File: src/rtl/mux21_arbiter.sv
// mux21_arbiter: round-robin 2:1 packet arbiter driving a shared mux; MUX21_ARBITER_STATS_EN adds saturating per-requester packet counters
module mux21_arbiter #(
  parameter int DATA_W = 8,
  parameter int CNT_W  = 16
) (
  input  logic              clk,
  input  logic              rst_n,
  input  logic              a_valid,
  input  logic [DATA_W-1:0] a_data,
  input  logic              a_last,
  output logic              a_ready,
  input  logic              b_valid,
  input  logic [DATA_W-1:0] b_data,
  input  logic              b_last,
  output logic              b_ready,
  output logic              out_valid,
  output logic [DATA_W-1:0] out_data,
  output logic              out_last,
  input  logic              out_ready,
  output logic              sel,
  output logic              busy
`ifdef MUX21_ARBITER_STATS_EN
  ,
  input  logic              stats_clr,
  output logic [CNT_W-1:0]  pkt_cnt_a,
  output logic [CNT_W-1:0]  pkt_cnt_b
`endif
);
  localparam logic [1:0] IDLE = 2'd0;
  localparam logic [1:0] GNT0 = 2'd1;
  localparam logic [1:0] GNT1 = 2'd2;
  logic [1:0] state;
  logic [1:0] state_nx;
  logic       last_grant;
  assign sel       = (state == GNT1);
  assign busy      = (state != IDLE);
  assign a_ready   = (state == GNT0) && out_ready;
  assign b_ready   = (state == GNT1) && out_ready;
  assign out_valid = (state == GNT0) ? a_valid : (state == GNT1) ? b_valid : 1'b0;
  assign out_data  = sel ? b_data : a_data;
  assign out_last  = sel ? b_last : a_last;
  // on a tie the requester that did not win last time gets the grant
  assign state_nx = (state == IDLE) ?
                      ((a_valid && b_valid) ? (last_grant ? GNT0 : GNT1) :
                       a_valid ? GNT0 : b_valid ? GNT1 : IDLE) :
                    (out_valid && out_ready && out_last) ? IDLE : state;
  always_ff @(posedge clk or negedge rst_n) begin
    if (!rst_n) begin
      state      <= IDLE;
      last_grant <= 1'b1;
    end else begin
      state      <= state_nx;
      last_grant <= (state == IDLE && state_nx != IDLE) ? (state_nx == GNT1) : last_grant;
    end
  end
`ifdef MUX21_ARBITER_STATS_EN
  logic a_done;
  logic b_done;
  assign a_done = a_valid && a_ready && a_last;
  assign b_done = b_valid && b_ready && b_last;
  always_ff @(posedge clk or negedge rst_n) begin
    if (!rst_n) begin
      pkt_cnt_a <= '0;
      pkt_cnt_b <= '0;
    end else begin
      pkt_cnt_a <= stats_clr ? '0 : (a_done && !(&pkt_cnt_a)) ? pkt_cnt_a + 1'b1 : pkt_cnt_a;
      pkt_cnt_b <= stats_clr ? '0 : (b_done && !(&pkt_cnt_b)) ? pkt_cnt_b + 1'b1 : pkt_cnt_b;
    end
  end
`else
  localparam int CNT_W_UNUSED = CNT_W;
`endif
endmodule
File: config.mk
export PLATFORM = sky130hd
export DESIGN_NAME = mux21_arbiter
export DESIGN_NICKNAME = d
export VERILOG_FILES = /design/src/rtl/mux21_arbiter.sv
export SDC_FILE = /design/constraint.sdc
export NUM_CORES = 1
export LEC_CHECK = 0
export ABC_AREA = 0
export CELL_PAD_IN_SITES_DETAIL_PLACEMENT = 1
export CELL_PAD_IN_SITES_GLOBAL_PLACEMENT = 1
export CORE_UTILIZATION = 19
export DETAILED_ROUTE_END_ITERATION = 8
export PLACE_DENSITY = 0.81
export SYNTH_ARGS = -nofsm -noshare
export SYNTH_HDL_FRONTEND = slang
export SYNTH_SLANG_ARGS = --single-unit
File: constraint.sdc
create_clock -name clk -period 1.85 [get_ports clk]
set_clock_uncertainty 0.05 [all_clocks]
set_input_delay 0.185 -clock clk [delete_from_list [all_inputs] [get_ports clk]]
set_output_delay 0.185 -clock clk [all_outputs]
set_load 0.01 [all_outputs]
* Word level (Yosys, flattened, before mapping)
Cells that the tools add are included.
** Word-level totals
- Register bits :: 3
- Latch bits :: 0
- Bits in writable memories :: 0
- Bits in read-only memories :: 0
- Input port bits :: 23
- Output and inout port bits :: 14
- Logic and storage cells :: 24
- Memories :: 0
** Operators by class
- Add/subtract/negate cells :: 0
- Multipliers :: 0
- Div/mod/pow operators :: 0
- Magnitude comparators :: 0
- Equal/unequal tests :: 3
- Shift operators :: 0
- Multiplexer cells :: 10
- Bitwise operators :: 0
- Reduce and logical (&&, ||, !) cells :: 9
** Operators with widths (count)
- $mux W2 :: 6
- $mux W8 :: 1
- $logic_and A1 B1 Y1 :: 6
- $eq A2 B2 Y1 const B :: 2
- $reduce_bool A2 Y1 :: 2
- $mux W1 :: 3
- $eq A2 B1 Y1 const B :: 1
- $logic_not A2 Y1 :: 1

* Logic depth before layout (Yosys ltp)
- Word-level depth :: 9
- Gate-level depth with buffers :: 3
- Depth with buffers taken out :: 3

* Worst setup path after synthesis
Ideal clock, no wire load.
- Path type :: register to output
- Start point :: reg state[0]
- End point :: out out_data[0]
- Data arrival time :: 1062 ps
- Required time :: 1615 ps
- Setup slack :: 553 ps
- Cell stages (with the launch flop) :: 4
- Buffers on the path :: 1
- Cells stage by stage :: dfrtp_1 > nor2b_4 > buf_8 > mux2_4
** Between the ends
- Cells in the longest elaborated chain, start to end :: 2
** Ends and longest elaborated chain
- start, declared :: line 32 : logic [1:0] state;
- start signal, assigned :: line 52 : state <= state_nx;
- $eq A2 B2 Y1 :: line 35 : assign sel = (state == GNT1);
- net sel :: line 20 : output logic sel,
- $mux W8 :: line 40 : assign out_data = sel ? b_data : a_data;
- end, declared :: line 17 : output logic [DATA_W-1:0] out_data,
The timed path passes the listed nets, and every way through them passes these cells.

* Worst setup path after layout
- Start point :: reg state[0]
- End point :: out out_last
** Between the ends
- Cells in the longest elaborated chain, start to end :: 2
** Ends and longest elaborated chain
- $eq A2 B2 Y1 :: line 35
- $mux W1 :: line 41 : assign out_last = sel ? b_last : a_last;
- end, declared :: line 18 : output logic out_last,
No other way between the ends.

==> results by group <==
Synth
  – Sequential share of the synthesized area: 22.8%
  – Mapped Avg Cell Area: 11.6 um^2
  – Syn. warnings: 0
  – #FFs+latches synth: 3
  – Synth cell types: 18
  – Synthesized Nets: 52
  – Mapped cell area: 335 um^2
  – Cells after Synth: 29

Worst setup path
  – Slowest-stage cell, CP: dfrtp_1
  – Slowest stage delay, CP: 0.40 ns
  – Crit-path max FO: 3
  – Crit-path leading delay family: buffers and inverters
  – Worst path arrival time: 1.53 ns
  – Startpoint Class: register
  – Worst Setup End Kind: output pin
  – Reg2reg setup slack: 0.70 ns
  – Cell chain of the critical path: nor2b_4 -> buf_4 -> mux2_2 -> dlygate4sd2_1
  – Setup CP Type: reg -> out
  – Bufs and invs on worst path: 2
  – Worst EP required: 1.62 ns

Timing
  – Tmin final: 1.77 ns
  – Rel. slew slack: 82.3%
  – Max frequency: 566 MHz
  – Final worst slack: 0.0822 ns
  – Slew Viols, Final: 0
  – Setup TNS: 0 ns
  – Hold Worst Slack: 0.0913 ns
  – Worst slew pin tran: 0.265 ns
  – RSZ-0062 raised after global routing: false
  – Final setup fails: 0
  – Final Hold Fails: 0
  – Fin crit share: 95.6%

Clock tree
  – H-tree lvl count: 1
  – Clock transition at path regs: 0.04 ns
  – Worst-Skew Late Latency: 0.23 ns
  – Inserted Clock Buffers: 3
  – Clk buf depth: 2
  – TritonCTS clock tree: yes
  – Root Driver: clkbuf_4
  – Clk sinks: 3
  – Hold-fix buffers at CTS: 0

Drt
  – Top routing layer in use: met3
  – Routed via count: 410
  – Number of DRC markers in iteration 0: 9
  – Routed length on met3: 203 um
  – Met2 routed WL: 517 um
  – Residual DRC: 6
  – Vias per std cell: 4.66
  – Total wire length: 1.19 mm
  – WL/cell: 13.5 um
  – Drt pass-1 iters: 8
  – Wl on met1: 466 um
  – Antenna-violating nets left: 0

Global route
  – Global-route wire length before repair: 1.75 mm
  – Vias in the first global route: 394
  – GRT overflow: 0
  – Overall routing resource usage: 12.8%
  – Initial antenna violation count: 0
  – Largest net degree at the start of global routing: 11

Power and ir drop
  – Total leakage power: 0.333 nW
  – Peak VDD IR: 0.000602 V
  – Pwr dens: 1210 nW/um^2
  – Total Power: 0.922 mW

Finish
  – Diode count: 0
  – Share of post-route cells with drive strength above 1: 27.8%
  – Finished Layout Cells: 88
  – Final #Nets: 96
  – Layout area overhead: 127%

Placement
  – DPL Wire Length: 1.02 mm
  – Inst Count DP: 83
  – Routability cong.: 0.703
  – Buffers on Ports: 36
  – Worst slack at placement: 0.103 ns

Floorplanning
  – Die Span Y: 44.0 um
  – Top Ports: 37
  – Core Area: 1580 um^2
  – Die W: 44.0 um
  – Row cnt: 14
  – Die area: 1940 um^2
  – Initial Util: 21.3%

Run status
  – Status: finished with violations
  – Failing checks: design-rule violations

Run
  – Maxcap violations: 0

Worst hold path
  – Worst min-delay path class: in -> async
[cells by family after synthesis]
kind of cell | Yosys count | share of synthesized area [%]
AO/OA/AOI/OAI | 4 | 11.2
flip-flops | 3 | 22.8
multiplexers | 9 | 38.1
AND/OR/NAND/NOR | 11 | 22.4
buffers and inverters | 2 | 5.59
[stage by stage]
stage | util (%) | instance area (um^2)
after floorplan | - | 335
after global placement | 46.7 | 736
after detailed placement | 46.7 | 736
after CTS | 47.9 | 756
after global routing | 48.3 | 761
final | 48.3 | 761
[what timing repair did]
item / 4_1_cts / 5_1_grt
buffers inserted: 1 / 0
gates resized for setup: 11 / 4
setup endpoints to repair: 11 / 4
[sequential cells by signal, indices dropped and copies added (netlist names)]
signal,flops
last_grant,1
state,2
[layer usage]
metal  vias to the layer above  track usage, %
met2                        31            19.7
met1                       184            14.8
li1                        195               -
met5                         -               0
met3                         0            5.31
met4                         0            7.27
[synth_stat cells]
library cell  count  area, um^2
mux2_4            7         105
dfrtp_1           2        50.1
mux2_2            2        22.5
nand2_1           2        7.51
nand4b_1          2        17.5
nor2_1            2        7.51
a22o_1            1        8.76
a22o_2            1        10.0
a32o_1            1        10.0
and2_2            1        7.51
and2b_1           1        7.51
buf_8             1        15.0
dfstp_2           1        26.3
inv_1             1        3.75
nand2b_1          1        6.26
nor2b_4           1        13.8
nor3b_1           1        7.51
o22a_1            1        8.76
[final timing paths]
| path | end | cells past startpoint | start |
|---|---|---|---|
| min in group clk | last_grant | 1 | last_grant |
| setup / recovery | out_last | 4 | state[0] |
| hold / removal | state[1] | 1 | rst_n |
| max in group asynchronous | last_grant | 1 | rst_n |
| setup reg to reg | state[1] | 3 | state[0] |
| hold reg to reg | last_grant | 1 | last_grant |
[power by group]
group / switching, mW / total [mW] / internal [mW]
Clock: 0.0318 / 0.112 / 0.0807
Combinational: 0.248 / 0.677 / 0.429
Sequential: 0.0255 / 0.133 / 0.107
Total: 0.306 / 0.922 / 0.617
[layout make-up]
type                       instances  area, um^2
fill                             182         816
sequential                         3        76.3
multi-input combinational         24         240
inverter                           1        3.75
clock buffer                       4        26.3
tap                               16        20.0
timing repair buffer              40         394
[cells in the final DEF, fill, tap and decap left out]
| cell type | instances |
|---|---|
| dfrtp_1 | 2 |
| and2b_1 | 1 |
| nor2b_4 | 1 |
| and2_2 | 1 |
| buf_4 | 3 |
| a22o_1 | 1 |
| mux2_2 | 2 |
| nor3b_1 | 1 |
| nor2_1 | 2 |
| mux2_4 | 7 |
| a32o_1 | 1 |
| buf_12 | 1 |
| clkbuf_4 | 3 |
| dlygate4sd2_1 | 7 |
| clkbuf_1 | 1 |
| a22o_2 | 1 |
| nand2_1 | 2 |
| clkdlybuf4s50_1 | 25 |
| nand2b_1 | 1 |
| inv_1 | 1 |
| nand4b_1 | 2 |
| clkdlybuf4s15_1 | 4 |
| o22a_1 | 1 |
| dfstp_2 | 1 |
[worst register-to-register path: stages (launching register included)]
cell,delay (ns)
dfrtp_1,0.40
buf_4,0.17
nand4b_1,0.17
a22o_1,0.24
Note: power is estimated with default switching activity, not from simulation.
